==> config.mk <==
export PLATFORM = sky130hd
export DESIGN_NAME = score_keeper
export DESIGN_NICKNAME = d
export VERILOG_FILES = /design/src/rtl/score_keeper.sv
export SDC_FILE = /design/constraint.sdc
export NUM_CORES = 1
export LEC_CHECK = 0
export BUFFER_PORTS_ARGS = -buffer_cell sky130_fd_sc_hd__buf_2
export CORE_AREA = 2 2 101 103
export CTS_BUF_LIST = sky130_fd_sc_hd__clkbuf_8
export CTS_CLUSTER_DIAMETER = 80
export DETAILED_ROUTE_END_ITERATION = 8
export DIE_AREA = 0 0 103 105
export GPL_TIMING_DRIVEN = 0
export PLACE_DENSITY = 0.59
export SLEW_MARGIN = 5
export SYNTH_ARGS = -nofsm -noshare
export SYNTH_HDL_FRONTEND = slang
export SYNTH_SLANG_ARGS = --single-unit
==> constraint.sdc <==
create_clock -name clk -period 13.87 [get_ports clk]
set_clock_uncertainty 0.05 [all_clocks]
set_input_delay 2.774 -clock clk [delete_from_list [all_inputs] [get_ports clk]]
set_output_delay 2.774 -clock clk [all_outputs]
set_load 0.02 [all_outputs]
==> src/rtl/score_keeper.sv <==
// Judges lane presses against hit-zone notes and keeps score, combo, multiplier
// and per-lane hit-flash timers for the play screen.
module score_keeper #(
  parameter int POINTS_PER_HIT = 10,
  parameter int SCORE_MAX      = 99999,
  parameter int COMBO_STEP     = 10,
  parameter int MULT_MAX       = 4,
  parameter int COMBO_MAX      = 99,
  parameter int FLASH_FRAMES   = 8
) (
  input  logic        clk,
  input  logic        reset,
  input  logic        clear,
  input  logic        frame_tick,
  input  logic [4:0]  btn,
  input  logic [4:0]  note_in_zone,
  input  logic [4:0]  note_passed,
  output logic [16:0] score,
  output logic [6:0]  combo,
  output logic [2:0]  multiplier,
  output logic [4:0]  hit_flash,
  output logic [4:0]  note_consumed
);

  localparam int FW = $clog2(FLASH_FRAMES + 1);

  logic [4:0]    btn_meta;
  logic [4:0]    btn_sync;
  logic [4:0]    btn_prev;
  logic [4:0]    press;
  logic [4:0]    hit;
  logic [4:0]    miss;
  logic [2:0]    hit_count;
  logic [6:0]    combo_steps;
  logic [17:0]   add;
  logic [17:0]   score_sum;
  logic [16:0]   score_next;
  logic [7:0]    combo_sum;
  logic [6:0]    combo_next;
  logic [FW-1:0] flash_cnt [5];

  function automatic logic [2:0] popcount5(input logic [4:0] v);
    logic [2:0] n;
    n = 3'd0;
    for (int i = 0; i < 5; i++) n = n + 3'(v[i]);
    return n;
  endfunction

  // Buttons are asynchronous: two-flop synchronizer, then an edge detector so
  // a held button counts once.
  always_ff @(posedge clk) begin
    if (reset) begin
      btn_meta <= '0;
      btn_sync <= '0;
      btn_prev <= '0;
    end else begin
      btn_meta <= btn;
      btn_sync <= btn_meta;
      btn_prev <= btn_sync;
    end
  end

  assign press     = btn_sync & ~btn_prev;
  assign hit       = press & note_in_zone;
  assign miss      = (press & ~note_in_zone) | (note_passed & ~hit);
  assign hit_count = popcount5(hit);

  assign combo_steps = combo / 7'(COMBO_STEP);

  always_comb begin
    multiplier = 3'd1;
    if (combo_steps >= 7'(MULT_MAX - 1)) multiplier = 3'(MULT_MAX);
    else                                 multiplier = 3'(combo_steps) + 3'd1;
  end

  // Sum is one bit wider than score so saturation is detected before any wrap.
  always_comb begin
    add        = 18'(hit_count) * 18'(POINTS_PER_HIT) * 18'(multiplier);
    score_sum  = {1'b0, score} + add;
    score_next = score_sum[16:0];
    if (score_sum > 18'(SCORE_MAX)) score_next = 17'(SCORE_MAX);
  end

  always_comb begin
    combo_sum  = {1'b0, combo} + 8'(hit_count);
    combo_next = combo_sum[6:0];
    if (|miss)                            combo_next = 7'd0;
    else if (combo_sum > 8'(COMBO_MAX))   combo_next = 7'(COMBO_MAX);
  end

  always_ff @(posedge clk) begin
    if (reset || clear) begin
      score         <= '0;
      combo         <= '0;
      note_consumed <= '0;
    end else begin
      score         <= score_next;
      combo         <= combo_next;
      note_consumed <= hit;
    end
  end

  // Flash timers count frames down to zero; a new hit reloads even on a tick.
  always_ff @(posedge clk) begin
    for (int i = 0; i < 5; i++) begin
      if (reset || clear)
        flash_cnt[i] <= '0;
      else if (hit[i])
        flash_cnt[i] <= FW'(FLASH_FRAMES);
      else if (frame_tick && (flash_cnt[i] != '0))
        flash_cnt[i] <= flash_cnt[i] - 1'b1;
    end
  end

  always_comb begin
    hit_flash = '0;
    for (int i = 0; i < 5; i++) hit_flash[i] = (flash_cnt[i] != '0);
  end

endmodule

==> summary.md <==
| Metric | Value |
|---|---|
| Clock sink count | `64` |
| Hold Path Depth | `1` |
| VDD IR-drop max | `0.0418 mV` |
| Routed Antenna Nets | `0` |
| Initial Util | `42.2%` |
| Crit path buf inv count | `6` |
| Clock power frac | `36.3%` |
| Syn nets | `522` |
| Syn Inst Count | `463` |
| Data required time of the worst path | `14040 ps` |
| Row Count | `36` |
| Reg-to-reg critical path startpoint | `combo[5]$_SDFF_PP0_` |
| Setup bufs post-CTS | `0` |
| Sequential share of the synthesized area | `36.4%` |
| Post-route setup TNS | `0 ps` |
| Area grow syn2layout | `15.2%` |
| Worst Setup End Kind | `flip-flop` |
| Hold path startpoint | `btn_meta[4]$_SDFF_PP0_` |
| CP startpoint | `note_in_zone[0]` |
| Post-synth EDFFs | `20` |
| Pre-antenna DRT Iters | `5` |
| DRC viols | `0` |
| Final worst path period share | `63.9%` |
| Routability cong. | `0.848` |
| Max-slew headroom | `60.7%` |
| Final WS setup | `5010 ps` |
| # setup viols final | `0` |
| Drt via density | `5.09` |
| Largest net degree at the start of global routing | `13` |
| Primary FF master, synth | `dfxtp_1` |
| Sw power | `0.113 mW` |
| Synth Register Bits | `64` |
| Clock Path Buffers | `2` |
| Post-DP HPWL | `6890 um` |
| Ys Warns | `0` |
| Die Width | `103 um` |
| First-pass GRT wire length | `15200 um` |
| CP Max Fanout | `10` |
| Final hold viol count | `0` |
| CP max stage delay | `530 ps` |
| Period minus WS final | `8860 ps` |
| CTS resizes | `0` |
| Core area | `9640 um^2` |
| Clock Latency Late Sink | `340 ps` |
| RSZ-0062 raised after global routing | `no` |
| Tot GR Track Use | `17.6%` |
| Int Pwr | `0.293 mW` |
| Setup WS pre-CTS | `4640 ps` |
| Hold-fix buffers, CTS | `0` |
| Commonest non-fill, non-tap cell in the layout | `buf_2` |
| Status | `complete, no violations` |
| Cts bufs inserted | `9` |
| HP Class | `reg -> reg` |
| Leakage | `2.16 nW` |
| Total wire length | `8970 um` |
| Layout cells sized above 1 | `15.9%` |
| Drt wl/cell | `13.4 um` |
| Fmax | `113 MHz` |
| Drt initial violations | `88` |
| Fin area | `4690 um^2` |
| I/O Buffers | `55` |
| Pins Over Slew Limit | `0` |
| Critical path startpoint category | `input pin` |
| Via count | `3397` |
| Comb pwr share | `12.7%` |
| Async set-reset flop share out of synthesis | `0%` |
| Initial antenna violation count | `0` |
| Slowest CP cell | `fa_1` |
| Max cap viols | `0` |
| Arrival @ worst endpoint | `9030 ps` |
| GRT overflow | `0` |
| WS Path Type | `in -> reg` |
| Cell Pwr Density | `86.7 nW/um^2` |
| Delay-heaviest family, CP | `adder cells` |
| Hold endpoint | `btn_sync[4]$_SDFF_PP0_` |
| Switch share | `27.9%` |
| Placed cell areas | `4510 um^2` |
| Root Driver | `clkbuf_8` |
| Die ar. | `10800 um^2` |
| Clock slew at reported path FFs | `80 ps` |
| Die height | `105 um` |
| Worst-Margin Slew | `588 ps` |
| Cells on worst reg2reg path | `30` |
| Fin nets | `588` |
| CTS H-Tree Depth | `3` |
| Antenna cell count | `0` |
| Unique masters post-synth | `59` |
| Vias in the first global route | `3262` |
| Most frequent cells in the layout | `buf_2, nor2_1, dfxtp_1, nand2_1, inv_1` |
| Ports | `56` |
| RR Endpoint | `score[5]$_SDFF_PP0_` |
| Synthesized area | `4070 um^2` |
| Register-to-register setup slack | `6480 ps` |
| Sequential share of power | `50.9%` |
| CTS tree | `yes` |
| Syn avg cell area | `8.79 um^2` |
==> synthesized netlist by cell type, types with 4 or more instances <==
cell type	count	area share (%)
edfxtp_1	20	15
nor3_1	20	2.5
a31oi_1	7	1.1
and4_1	5	1.1
a21o_1	7	1.3
nor2b_1	25	3.8
nor2_1	47	4.3
a21oi_1	14	1.7
fa_1	9	4.4
o21a_1	4	0.74
a211oi_1	9	1.7
and3_1	6	0.92
xor2_1	10	2.2
xnor2_1	17	3.7
and2_1	7	1.1
nand2_1	42	3.9
o22ai_1	6	0.92
nand3_1	15	1.8
or2_2	4	0.61
dfxtp_1	44	22
clkbuf_1	12	1.1
inv_1	36	3.3
o21ai_0	17	2.1
ha_1	31	9.5
==> how the worst max path moves through the flow <==
| stage | slack (ps) | endpoint | cells past startpoint |
|---|---|---|---|
| floorplan | 5490 | score[12]$_SDFF_PP0_ | 27 |
| global placement | 4690 | score[11]$_SDFF_PP0_ | 28 |
| detailed placement | 4640 | score[5]$_SDFF_PP0_ | 28 |
| CTS | 4990 | score[11]$_SDFF_PP0_ | 28 |
| global route | 4490 | score[6]$_SDFF_PP0_ | 28 |
| finish | 5010 | score[5]$_SDFF_PP0_ | 28 |
==> area by class of cell <==
cell class	instances	area, um^2
buffer	16	67.6
timing repair buffer	55	275
multi-input combinational	346	2380
tap	133	166
fill	989	4950
sequential	64	1480
clock inverter	6	41.3
inverter	37	139
clock buffer	10	138
==> worst register-to-register path, delay by kind of cell, from the launching register on <==
kind,cells,cell delay [ps]
mux,1,400
buf+inv,5,1200
flops,1,320
fa+ha+maj,4,1320
compound gates,11,2300
xor+xnor,1,190
simple gates,8,1470
==> per-stage QoR <==
stage	cells	utilization [%]	power, mW	hold slack, ps
floorplan	463	-	0.247	364
global placement	651	46.8	0.261	374
detailed placement	651	46.8	0.263	377
CTS	667	48.7	0.412	396
global route	667	48.7	0.427	405
finish	667	48.7	0.407	391
==> metal layers <==
layer  up-vias  wire (um)  global-route usage [%]
li1       1746          -                       -
met1      1585       4430                    23.8
met2        60       4180                    27.7
met3         6        283                    3.95
met4         0         77                    5.64
met5         -          0                       0
==> registers in the layout (all words and copies together) (netlist names) <==
signal	count
combo	7
score	17
btn_sync	5
flash_cnt	20
btn_meta	5
btn_prev	5
note_consumed	5
==> power by group through the flow <==
stage	combinational [mW]	sequential [mW]	clock, mW
final	0.0518	0.207	0.148
after global routing	0.0578	0.208	0.161
after CTS	0.0522	0.207	0.152
after detailed placement	0.0516	0.212	0
after global placement	0.0501	0.211	0
after floorplan	0.0364	0.211	0
==> kinds of logic (layout without fill, tap and decap cells) <==
kind of cell             Yosys count  in the layout  synth area share [%]
AND/OR/NAND/NOR                  187            187                  22.9
AO/OA/AOI/OAI                     89             89                  15.1
flip-flops                        64             64                  36.4
buffers and inverters             53            124                  5.07
adder cells (fa/ha/maj)           40             40                  14.0
XOR/XNOR                          27             27                  5.81
multiplexers                       3              3                 0.738
(Power assumes the default switching activity.)
